[config.mk]
export PLATFORM = sky130hd
export DESIGN_NAME = pipeline_ctrl
export DESIGN_NICKNAME = d
export VERILOG_FILES = /design/src/rtl/pipeline_ctrl.sv
export SDC_FILE = /design/constraint.sdc
export NUM_CORES = 1
export LEC_CHECK = 0
export ABC_AREA = 0
export BUFFER_PORTS_ARGS = -buffer_cell sky130_fd_sc_hd__buf_2
export CORE_MARGIN = 1
export CORE_UTILIZATION = 40
export DETAILED_ROUTE_END_ITERATION = 10
export GPL_TIMING_DRIVEN = 0
export PLACE_DENSITY = 0.73
export SLEW_MARGIN = 20
export SYNTH_ARGS = -nofsm -noshare
export SYNTH_HDL_FRONTEND = slang
export SYNTH_SLANG_ARGS = --single-unit
[constraint.sdc]
create_clock -name clk -period 1.9 [get_ports clk]
set_input_delay 0.38 -clock clk [delete_from_list [all_inputs] [get_ports clk]]
set_output_delay 0.38 -clock clk [all_outputs]
set_load 0.03 [all_outputs]
[src/rtl/pipeline_ctrl.sv]
// pipeline_ctrl: hazard, forwarding and write-back control for a 5-stage in-order pipeline
// Ports:
//   clk, rst_n                 clock, synchronous active-low reset
//   id_*_i                     decode-stage instruction fields (valid, sources, dest, kind flags)
//   mem_redirect_i             taken branch/jump resolved in MEM
//   stall_o                    hold PC and IF/ID (load-use hazard)
//   flush_id_o                 replace IF/ID with a bubble (redirect)
//   ex_a_sel_o, ex_b_sel_o     EX operand selects: 00 reg, 01 MEM ALU, 10 WB data, 11 zero/imm
//   rf_w_o, rf_wen_o           register-file write index / enable from WB
module pipeline_ctrl (
    input  logic       clk,
    input  logic       rst_n,
    input  logic       id_valid_i,
    input  logic [4:0] id_rs1_i,
    input  logic [4:0] id_rs2_i,
    input  logic       id_use_rs1_i,
    input  logic       id_use_rs2_i,
    input  logic [4:0] id_rd_i,
    input  logic       id_reg_write_i,
    input  logic       id_load_i,
    input  logic       id_a_zero_i,
    input  logic       id_b_imm_i,
    input  logic       mem_redirect_i,
    output logic       stall_o,
    output logic       flush_id_o,
    output logic [1:0] ex_a_sel_o,
    output logic [1:0] ex_b_sel_o,
    output logic [4:0] rf_w_o,
    output logic       rf_wen_o
);
    typedef struct packed {
        logic       valid;
        logic [4:0] rs1;
        logic [4:0] rs2;
        logic       use_rs1;
        logic       use_rs2;
        logic [4:0] rd;
        logic       we;
        logic       load;
        logic       a_zero;
        logic       b_imm;
    } ex_t;
    typedef struct packed {
        logic       valid;
        logic [4:0] rd;
        logic       we;
    } st_t;
    ex_t ex_q, ex_d;
    st_t mem_q, mem_d, wb_q, wb_d;
    logic hazard;
    function automatic logic writes(input st_t s, input logic [4:0] r);
        return s.valid & s.we & (s.rd == r) & (r != 5'd0);
    endfunction
    always_comb begin
        hazard = ex_q.valid & ex_q.load & ex_q.we & (ex_q.rd != 5'd0) & id_valid_i &
                 ((id_use_rs1_i & (id_rs1_i == ex_q.rd)) | (id_use_rs2_i & (id_rs2_i == ex_q.rd)));
        // Redirect squashes the decode slot anyway, so it overrides the load-use hold.
        stall_o    = hazard & ~mem_redirect_i;
        flush_id_o = mem_redirect_i;
        ex_d = '0;
        if (id_valid_i & ~hazard & ~mem_redirect_i)
            ex_d = '{valid: 1'b1, rs1: id_rs1_i, rs2: id_rs2_i, use_rs1: id_use_rs1_i,
                     use_rs2: id_use_rs2_i, rd: id_rd_i, we: id_reg_write_i, load: id_load_i,
                     a_zero: id_a_zero_i, b_imm: id_b_imm_i};
        // The instruction younger than the redirecting one is squashed on its way into MEM.
        mem_d = mem_redirect_i ? '0 : '{valid: ex_q.valid, rd: ex_q.rd, we: ex_q.we};
        wb_d  = mem_q;
        // A load never sits in MEM with a dependent in EX: the load-use stall inserts a bubble.
        ex_a_sel_o = ex_q.a_zero ? 2'b11 :
                     (ex_q.use_rs1 & writes(mem_q, ex_q.rs1)) ? 2'b01 :
                     (ex_q.use_rs1 & writes(wb_q, ex_q.rs1)) ? 2'b10 : 2'b00;
        ex_b_sel_o = ex_q.b_imm ? 2'b11 :
                     (ex_q.use_rs2 & writes(mem_q, ex_q.rs2)) ? 2'b01 :
                     (ex_q.use_rs2 & writes(wb_q, ex_q.rs2)) ? 2'b10 : 2'b00;
        rf_w_o   = wb_q.rd;
        rf_wen_o = wb_q.valid & wb_q.we & (wb_q.rd != 5'd0);
    end
    always_ff @(posedge clk) begin
        if (!rst_n) begin
            ex_q  <= '0;
            mem_q <= '0;
            wb_q  <= '0;
        end else begin
            ex_q  <= ex_d;
            mem_q <= mem_d;
            wb_q  <= wb_d;
        end
    end
endmodule

==> results.md, run 1 <==
* Outcome: finished with violations
* Failing checks: negative setup slack
* Vias in the first global route at 1239
* Fin crit period at 2.15 ns
* Final Routed Wirelength at 3540 µm
* Post-synth top cells: 36 x dfxtp_1, 26 x xnor2_1, 24 x a21oi_1, 21 x nand3_1, 14 x and2_1
* Pwr dens at 683 nW/µm²
* Die area at 4190 µm²
* P_leak at 0.000893 µW
* I/O Buffers at 36
* Post-synthesis net count at 196
* Initial antenna violation count at 0
* Fin worst setup slack at -0.255 ns
* Layout cells sized above 1 at 0.439
* Via count at 1323
* Starting Density at 0.423
* Synth unique cells at 22
* R2R cell count at 6
* Post-synthesis cell area at 1570 µm²
* DRT Pass-1 Iters at 4
* CTS Buffer Depth at 2
* Die span in x at 64.7 µm
* Worst skew pair latency at 0.28 ns
* Total grt overflow at 0
* DRC viols at 0
* First-iteration detailed-routing DRC count at 50
* Setup crit start kind: register
* Slew Limit Fails at 0
* Gate Count Post-Synth at 171
* Yosys warns at 0
* CTS tree: yes
* Unrepaired setup endpoints after global routing: yes
* Post-route ant nets at 0
* Post-CTS Hold Buffers at 0
* Final Hold Vio Count at 0
* Worst IR Drop VDD at 0.400 mV
* Setup TNS at -0.889 ns
* Worst Hold Path Cells at 3
* Syn-to-layout area delta at 37.9%
* CTS Sinks at 36
* GPL Wtd Cong at 0.852
* Fill count at 334
* Slew headroom at 0.727
* Die boundary height at 64.7 µm
* GRT Util Overall at 0.184
* CP peak stage delay at 0.52 ns
* Worst EP arrival at 1.77 ns
* Hold Path Class: in -> reg
* Crit Path Max Fanout at 2
* Per-cell routed wire length at 13.1 µm
* Critical path cell sequence: or4_4, o21ai_4, nor4_4, or2_1, buf_6
* Kind of critical path: reg -> out
* Critical Path End Type: output port
* Max Cap Viol at 0
* Final setup viols at 4
* Clk root buf: clkbuf_8
* Setup Skew at 0.00354 ns
* Area leader, netlist: dfxtp_1
* Primary FF master, synth: dfxtp_1
* FP Rows at 22
* Nets at 245
* Post-route cell area at 2170 µm²
* Vias per cell at 4.92
* Post-DP HPWL at 2570 µm
* H-tree Lvls at 2
* Synth top area share at 0.458
* Slowest CP cell: or4_4
* Post-synthesis sequential area ratio at 0.458
* Fmax at 464 MHz
* EDFF count, synth at 0
* Largest net degree at the start of global routing at 12
* Ports at 37
* CTS buffer count at 5
* Number of inserted diodes at 0
* Reg clk slew, reported paths at 0.07 ns
* Yosys reg bits at 36
* Worst-margin pin slew at 0.409 ns
* Final Cycle Share at 1.13
* Ranking of synthesized cells by area: dfxtp_1 46%, xnor2_1 14%, a21oi_1 7.6%
* Most common cell in the netlist: dfxtp_1
* Asr flop ratio synth at 0
* Core ar. at 3720 µm²
* Crit path required time at 1.52 ns
* Syn avg cell area at 9.20 µm²
* Placed cell area at 1820 µm²
* First-pass GRT wire length at 5800 µm
## cell type report
class                      count  area, µm²  share of cell area
clock inverter                 2       10.0             0.00462
timing repair buffer          42        260               0.120
buffer                        15       83.8              0.0387
tap                           48       60.1              0.0277
multi-input combinational    120        906               0.418
clock buffer                   6       82.6              0.0381
sequential                    36        766               0.353
## flip-flops by register name, indices dropped and copies added (netlist names)
register / count
rf_w_o: 5
ex_q: 22
wb_q: 2
mem_q: 7
## path summary, 6_finish.rpt
check,start,to,slack (ns)
setup reg to reg,ex_q[8],ex_q[0],0.42
setup / recovery,ex_q[17],ex_a_sel_o[0],-0.25
hold / removal,id_rd_i[4],ex_q[8],0.33
hold reg to reg,mem_q[6],wb_q[6],0.46
## placed cells by master (no fill, tap or decap), drive strengths merged
master | Yosys | final
o22ai | 1 | 1
or4 | 4 | 4
xnor2 | 26 | 26
nor4 | 2 | 2
nand4 | 7 | 7
nand2 | 5 | 5
a21oi | 24 | 24
xor2 | 4 | 4
nand3 | 21 | 21
clkinv | 0 | 2
o21ai | 2 | 2
clkbuf | 5 | 11
nor2 | 2 | 2
nor2b | 1 | 1
and2 | 14 | 14
and3b | 1 | 1
nor3 | 2 | 2
or2 | 2 | 2
dfxtp | 36 | 36
o21bai | 2 | 2
buf | 10 | 52
## metrics by stage
stage          std cells  total power (µW)   util  hold WS [ns]  worst slack [ns]
5_1_grt              269              1550  0.584         0.323            -0.306
3_5_place_dp         255               933  0.490         0.448           -0.0420
3_3_place_gp         255               929  0.490         0.442            0.0195
4_1_cts              265              1490  0.539         0.321            -0.265
2_1_floorplan        171               878      -         0.430             0.108
6_report             269              1480  0.584         0.328            -0.255
## metal layers
metal / vias up / global-route usage / share of wire
li1: 683 / - / -
met2: 36 / 0.307 / 0.50
met5: - / 0 / 0
met1: 598 / 0.227 / 0.44
met3: 6 / 0.0511 / 0.046
met4: 0 / 0.0583 / 0.013
## kinds of logic (layout without fill, tap and decap cells)
| family | Yosys count | count (layout) | synth area share |
|---|---|---|---|
| AND/OR/NAND/NOR | 61 | 61 | 0.220 |
| AO/OA/AOI/OAI | 29 | 29 | 0.101 |
| buffers and inverters | 15 | 65 | 0.0533 |
| flip-flops | 36 | 36 | 0.458 |
| XOR/XNOR | 30 | 30 | 0.167 |
## repair_timing
action,in CTS,in global routing
setup buffers,2,4
gates resized for setup,30,27
hold endpoints to repair,0,0
setup endpoints to repair,5,5
pin swaps,3,11
## report_power, final
| part | total [µW] | leakage, µW | switching [µW] | internal, µW |
|---|---|---|---|---|
| Sequential | 778 | 0.000303 | 16.6 | 761 |
| Combinational | 159 | 0.000539 | 79.3 | 79.3 |
| Clock | 545 | 0.0000510 | 256 | 289 |
## critical path: cells and delay by family, from the launching register on
kind / cells / cell delay (ns)
AOI/OAI and AO/OA: 1 / 0.18
buffers and inverters: 1 / 0.14
DFF: 1 / 0.35
and+or+nand+nor: 3 / 0.82
(Power assumes the default switching activity.)
==> run 2, diff against run 1 <==
--- a/config.mk
+++ b/config.mk
@@ -12,6 +12,7 @@
 export DETAILED_ROUTE_END_ITERATION = 10
 export GPL_TIMING_DRIVEN = 0
 export PLACE_DENSITY = 0.73
+export SKIP_LAST_GASP = 1
 export SLEW_MARGIN = 20
 export SYNTH_ARGS = -nofsm -noshare
 export SYNTH_HDL_FRONTEND = slang
==> constraint.sdc (replaced) <==
create_clock -name clk -period 1.9 [get_ports clk]
set_input_delay 0.38 -clock clk [delete_from_list [all_inputs] [get_ports clk]]
set_output_delay 0.38 -clock clk [all_outputs]
set_load 0.05 [all_outputs]
==> run 2 against run 1 <==
Against the previous run:
- the flow still finishes with violations (negative setup slack)
- sequential cell count unchanged
- core utilization decreased by 1.4 points
- non-clock buffer count decreased by 2
- critical endpoint is now ex_b_sel_o[0]
- largest power group unchanged
==> results.md, run 2 (synthesized netlist as in run 1, its figures left out) <==
* Fmax at 455 MHz (-2.0%)
* Final setup viols at 4 (unchanged)
* Crit Path Max Fanout at 3 (+1)
* DRC viols at 0 (unchanged)
* Unrepaired setup endpoints after global routing: yes
* Setup crit start kind: register
* Crit path required time at 1.52 ns (about the same)
* Post-CTS Hold Buffers at 0 (unchanged)
* Largest net degree at the start of global routing at 11 (-1)
* Kind of critical path: reg -> out
* Hold WS at 0.332 ns (+0.00316 ns)
* Finished Core Util at 0.569 (-0.0141)
* Die span in x at 64.7 µm (unchanged)
* Met1 Track Usage GR at 0.216 (-0.0111)
* Syn-to-layout area delta at 34.5%
* Worst IR Drop VDD at 0.420 mV (+5.0%)
* Gr busiest metal: met2
* Multi-input logic area at 875 µm² (-3.5%)
* Outcome: finished with violations
* Nets at 243 (-0.82%)
* Fill count at 353 (+5.7%)
* Post-route cell area at 2120 µm² (-2.4%)
* Worst-margin pin slew at 0.429 ns (+0.0195 ns)
* GRT Util Overall at 0.184 (+0.000303)
* H-tree Lvls at 2 (unchanged)
* Hold Path Class: in -> reg
* Worst skew pair latency at 0.28 ns (about the same)
* Max reg flops at 22 (unchanged)
* M3 GR Usage at 0.0493 (-0.00176)
* Fin worst setup slack at -0.299 ns (-0.0445 ns)
* Final Routed Wirelength at 3550 µm (+0.31%)
* Die area at 4190 µm² (unchanged)
* Ports at 37 (unchanged)
* Worst EP arrival at 1.82 ns (+0.05 ns)
* Core ar. at 3720 µm² (unchanged)
* Reg-to-reg endpoint: ex_q[1]
* Pwr dens at 714 nW/µm² (+4.6%)
* CTS Sinks at 36 (unchanged)
* Critical Path End Type: output port
* Starting Density at 0.423 (unchanged)
* CTS buffer count at 5 (unchanged)
* First-pass GRT wire length at 5720 µm (-1.4%)
* Number of inserted diodes at 0 (unchanged)
* Slew headroom at 0.714 (-0.0130)
* Worst Hold Path Cells at 3 (unchanged)
* Post-route ant nets at 0 (unchanged)
* Per-cell routed wire length at 13.3 µm (+1.4%)
* GPL Wtd Cong at 0.869 (+2.1%)
* Reg clk slew, reported paths at 0.07 ns (about the same)
* Reg area at 759 µm² (-0.82%)
* R2R cell count at 6 (unchanged)
* P_leak at 0.000868 µW (-2.7%)
* Layout cells sized above 1 at 0.422 (-0.0169)
* Die boundary height at 64.7 µm (unchanged)
* CTS tree: yes
* Final Cycle Share at 1.16 (+0.0234)
* Via count at 1322 (-0.076%)
* Total grt overflow at 0 (unchanged)
* Vias per cell at 4.97 (+1.1%)
* Slew Limit Fails at 0 (unchanged)
* FP Rows at 22 (unchanged)
* CTS Buffer Depth at 2 (unchanged)
* First-iteration detailed-routing DRC count at 68 (+36%)
* Worst reg2reg setup slack at 0.44 ns (+0.02 ns)
* RR Startpoint: ex_q[4]
* Met2 GRT Util at 0.302 (-0.00521)
* Most common cell after layout, fill and taps aside: buf_2
* Placed cell area at 1830 µm² (+0.41%)
* Failing checks: negative setup slack
* Commonest cells after routing, fill and taps aside: 35 x buf_2, 23 x a21oi_1, 21 x xnor2_1, 21 x nand3_1, 17 x dfxtp_1
* Worst Setup SP: ex_q[11]
* Final Hold Vio Count at 0 (unchanged)
* Setup Skew at 0.00685 ns (+0.00331 ns)
* Max Cap Viol at 0 (unchanged)
* I/O Buffers at 36 (unchanged)
* Reg with most FFs: ex_q
* Initial antenna violation count at 0 (unchanged)
* CP endpoint: ex_b_sel_o[0]
* Clk root buf: clkbuf_8
* Vias in the first global route at 1267 (+2.3%)
* Post-DP HPWL at 2590 µm (+0.66%)
* Fin crit period at 2.20 ns (+0.0445 ns)
* DRT Pass-1 Iters at 4 (unchanged)
run 2: cell types whose count changed in the layout (fill, tap and decap cells not counted), moves of 2 or more:
cell and change:
xnor2_2 -3, dfxtp_2 +4, clkinv_2 -2, xnor2_1 +3, dfxtp_4 -3
run 2: how the worst min path moves through the flow:
stage / startpoint / end / slack, ns
floorplan: ex_q[3] / mem_q[0] / 0.43
global placement: ex_q[3] / mem_q[0] / 0.44
detailed placement: ex_q[3] / mem_q[0] / 0.45
CTS: id_rd_i[0] / ex_q[4] / 0.33
global route: id_rd_i[0] / ex_q[4] / 0.33
finish: id_rd_i[0] / ex_q[4] / 0.33
run 2: power breakdown:
group          total [µW]  switching [µW]  internal, µW
Sequential            781            16.4           765
Combinational         158            82.8          75.3
Clock                 571             249           322
run 2: per-layer routing:
| metal | vias up | share of wire |
|---|---|---|
| met3 | 10 | 0.055 |
| met2 | 53 | 0.48 |
| met4 | 0 | 0.025 |
| met5 | - | 0 |
| li1 | 677 | - |
| met1 | 582 | 0.43 |
run 2: cell type report:
class                      instances  area share
multi-input combinational        120       0.413
sequential                        36       0.359
timing repair buffer              40       0.114
clock buffer                       7      0.0455
buffer                            15      0.0396
tap                               48      0.0284
run 2: what timing repair did:
item / 4_1_cts / 5_1_grt
endpoints found under the setup margin: 5 / 5
setup buffers: 4 / 0
pin swaps: 7 / 2
gates resized for setup: 42 / 7
run 2: critical path, cell delays in order, from the launching register on:
cell     delay (ns)
dfxtp_4        0.36
or4_4          0.55
o21ai_4        0.17
nor4_2         0.08
or2_1          0.22
buf_6          0.15
run 2: stage by stage:
stage	cells	total power, µW	setup TNS, ns	worst slack (ns)
after floorplan	171	885	-0.00460	-0.00460
after CTS	266	1520	-0.977	-0.289
after detailed placement	255	938	-0.250	-0.103
final	266	1510	-0.958	-0.299
after global placement	255	936	-0.251	-0.110
after global routing	266	1570	-1.27	-0.361
==> run 3, diff against run 2 <==
--- a/config.mk
+++ b/config.mk
@@ -8,10 +8,11 @@
 export ABC_AREA = 0
 export BUFFER_PORTS_ARGS = -buffer_cell sky130_fd_sc_hd__buf_2
 export CORE_MARGIN = 1
-export CORE_UTILIZATION = 40
+export CORE_UTILIZATION = 52
 export DETAILED_ROUTE_END_ITERATION = 10
 export GPL_TIMING_DRIVEN = 0
-export PLACE_DENSITY = 0.73
+export HOLD_SLACK_MARGIN = 0.02
+export PLACE_DENSITY = 0.89
 export SKIP_LAST_GASP = 1
 export SLEW_MARGIN = 20
 export SYNTH_ARGS = -nofsm -noshare
==> run 3 against run 2 <==
Against the previous run:
- the flow finishes with violations (design-rule violations, negative setup slack)
- highest routed layer unchanged
- core utilization rose by 18 points
- non-clock buffer count rose by 3
- critical path type unchanged
- wire length rose by 0.79%
- worst setup slack got worse by 0.039 ns
==> results.md, run 3 (synthesized netlist as in run 1, its figures left out) <==
* Fin crit period at 2.24 ns (+0.0392 ns)
* CTS Buffer Depth at 2 (unchanged)
* Slew Limit Fails at 0 (unchanged)
* Post-DP HPWL at 2510 µm (-2.8%)
* GRT Util Overall at 0.242 (+0.0571)
* I/O Buffers at 36 (unchanged)
* Failing checks: design-rule violations, negative setup slack
* Slew headroom at 0.731 (+0.0170)
* Die span in x at 57.0 µm (-12%)
* Critical path cell sequence: or4_4, o21ai_4, nor4_2, or2_1, buf_6
* Post-route ant nets at 0 (unchanged)
* Final Routed Wirelength at 3580 µm (+0.79%)
* FP Rows at 19 (-14%)
* Post-CTS Hold Buffers at 0 (unchanged)
* Die area at 3250 µm² (-22%)
* Starting Density at 0.561 (+0.137)
* Pwr dens at 653 nW/µm² (-8.6%)
* Setup crit start kind: register
* CTS tree: yes
* Fmax at 447 MHz (-1.8%)
* DRT Pass-1 Iters at 7 (+3)
* Vias in the first global route at 1280 (+1.0%)
* Commonest cells after routing, fill and taps aside: 35 x buf_2, 23 x a21oi_1, 21 x nand3_1
* Pre-CTS WS at -0.0911 ns (+0.0118 ns)
* Max Cap Viol at 0 (unchanged)
* Reg with most FFs: ex_q
* Number of inserted diodes at 0 (unchanged)
* Fin worst setup slack at -0.338 ns (-0.0392 ns)
* Setup Skew at 0.00539 ns (-0.00146 ns)
* Worst-margin pin slew at 0.403 ns (-0.0256 ns)
* Core ar. at 2810 µm² (-25%)
* Clk root buf: clkbuf_4
* Outcome: finished with violations
* Hold WS at 0.269 ns (-0.0627 ns)
* P_leak at 0.000871 µW (+0.35%)
* Fill count at 206 (-42%)
* CTS buffer count at 5 (unchanged)
* Largest net degree at the start of global routing at 13 (+2)
* Unrepaired setup endpoints after global routing: yes
* Per-cell routed wire length at 14.1 µm (+6.0%)
* Final Hold Vio Count at 0 (unchanged)
* Setup TNS at -1.28 ns (-0.320 ns)
* Worst skew pair latency at 0.34 ns (+0.06 ns)
* Syn-to-layout area delta at 34.1%
* Nets at 246 (+1.2%)
* First-iteration detailed-routing DRC count at 51 (-25%)
* CP delay by family, top: simple AND/OR/NAND/NOR gates
* GPL Wtd Cong at 0.872 (+0.30%)
* H-tree Lvls at 2 (unchanged)
* Pwr Total at 1380 µW (-8.8%)
* Kind of critical path: reg -> out
* Slowest CP cell: or4_4
* Ports at 37 (unchanged)
* Final Cycle Share at 1.18 (+0.0206)
* Initial antenna violation count at 0 (unchanged)
* Worst IR Drop VDD at 0.521 mV (+24%)
* Layout cells sized above 1 at 0.441 (+0.0194)
* Crit Path Max Fanout at 2 (-1)
* DRC viols at 4 (+4)
* Total grt overflow at 0 (unchanged)
* Die boundary height at 57.0 µm (-12%)
* Hold Path Class: in -> reg
* Vias per cell at 5.40 (+8.6%)
* CP Buf/Inv Count at 1 (unchanged)
* Final setup viols at 5 (+1)
* Worst reg2reg setup slack at 0.26 ns (-0.18 ns)
* Via count at 1365 (+3.3%)
* Critical Path End Type: output port
* First-pass GRT wire length at 5820 µm (+1.8%)
* Reg clk slew, reported paths at 0.11 ns (+0.04 ns)
* Most common cell after layout, fill and taps aside: buf_2
* Max reg flops at 22 (unchanged)
* Worst EP arrival at 1.86 ns (+0.04 ns)
* Crit path required time at 1.52 ns (about the same)
* CP peak stage delay at 0.55 ns (about the same)
* CTS Sinks at 36 (unchanged)
==> run 3: cell types whose count changed in the layout (fill, tap and decap cells not counted), sizes merged <==
cell | previous run | this run
buf | 50 | 53
clkinvlp | 0 | 2
clkbuf | 12 | 11
==> run 3: stage by stage <==
step                      std cells  utilization  cell area, µm²
after floorplan                 171            -            1590
after global placement          238        0.644            1810
after detailed placement        238        0.644            1810
after CTS                       251        0.733            2060
after global routing            253        0.752            2110
final                           253        0.752            2110
==> run 3: layer usage <==
layer	up-vias	share of wire	wire length, µm	GRT usage
li1	683	-	-	-
met1	607	0.42	1500	0.269
met2	64	0.50	1780	0.430
met3	11	0.055	195	0.0658
met4	0	0.028	100	0.108
met5	-	0	0	0
==> run 3: report_power, final <==
group / leakage [µW] / switching, µW / internal [µW] / total [µW]
combinational: 0.000537 / 84.9 / 78.8 / 164
clock: 0.0000305 / 257 / 180 / 436
sequential: 0.000304 / 16.4 / 761 / 777
==> run 3: what timing repair did <==
action | 4_1_cts | 5_1_grt
resized for setup | 45 | 10
setup endpoints to repair | 5 | 5
pin swaps | 9 | 5
buffers inserted | 5 | 2
==> run 3: final cells by class <==
type | instances | area, µm² | area share
multi-input combinational | 120 | 886 | 0.420
sequential | 36 | 767 | 0.364
timing repair buffer | 43 | 268 | 0.127
buffer | 15 | 83.8 | 0.0397
clock buffer | 6 | 51.3 | 0.0243
tap | 31 | 38.8 | 0.0184
clock inverter | 2 | 15.0 | 0.00712
==> run 3: path summary, 6_finish.rpt <==
check,start,end,depth (start not counted)
hold reg to reg,mem_q[6],wb_q[6],1
setup / recovery,ex_q[11],ex_b_sel_o[0],5
setup reg to reg,ex_q[7],ex_q[9],7
hold / removal,id_rd_i[3],ex_q[7],3
==> run 3: worst reg2reg max path, cell delays in order, from the launching register on <==
cell     delay [ns]
dfxtp_4        0.38
xnor2_2        0.16
nand4_1        0.12
o22ai_2        0.25
buf_4          0.15
buf_4          0.12
buf_2          0.21
a21oi_1        0.13
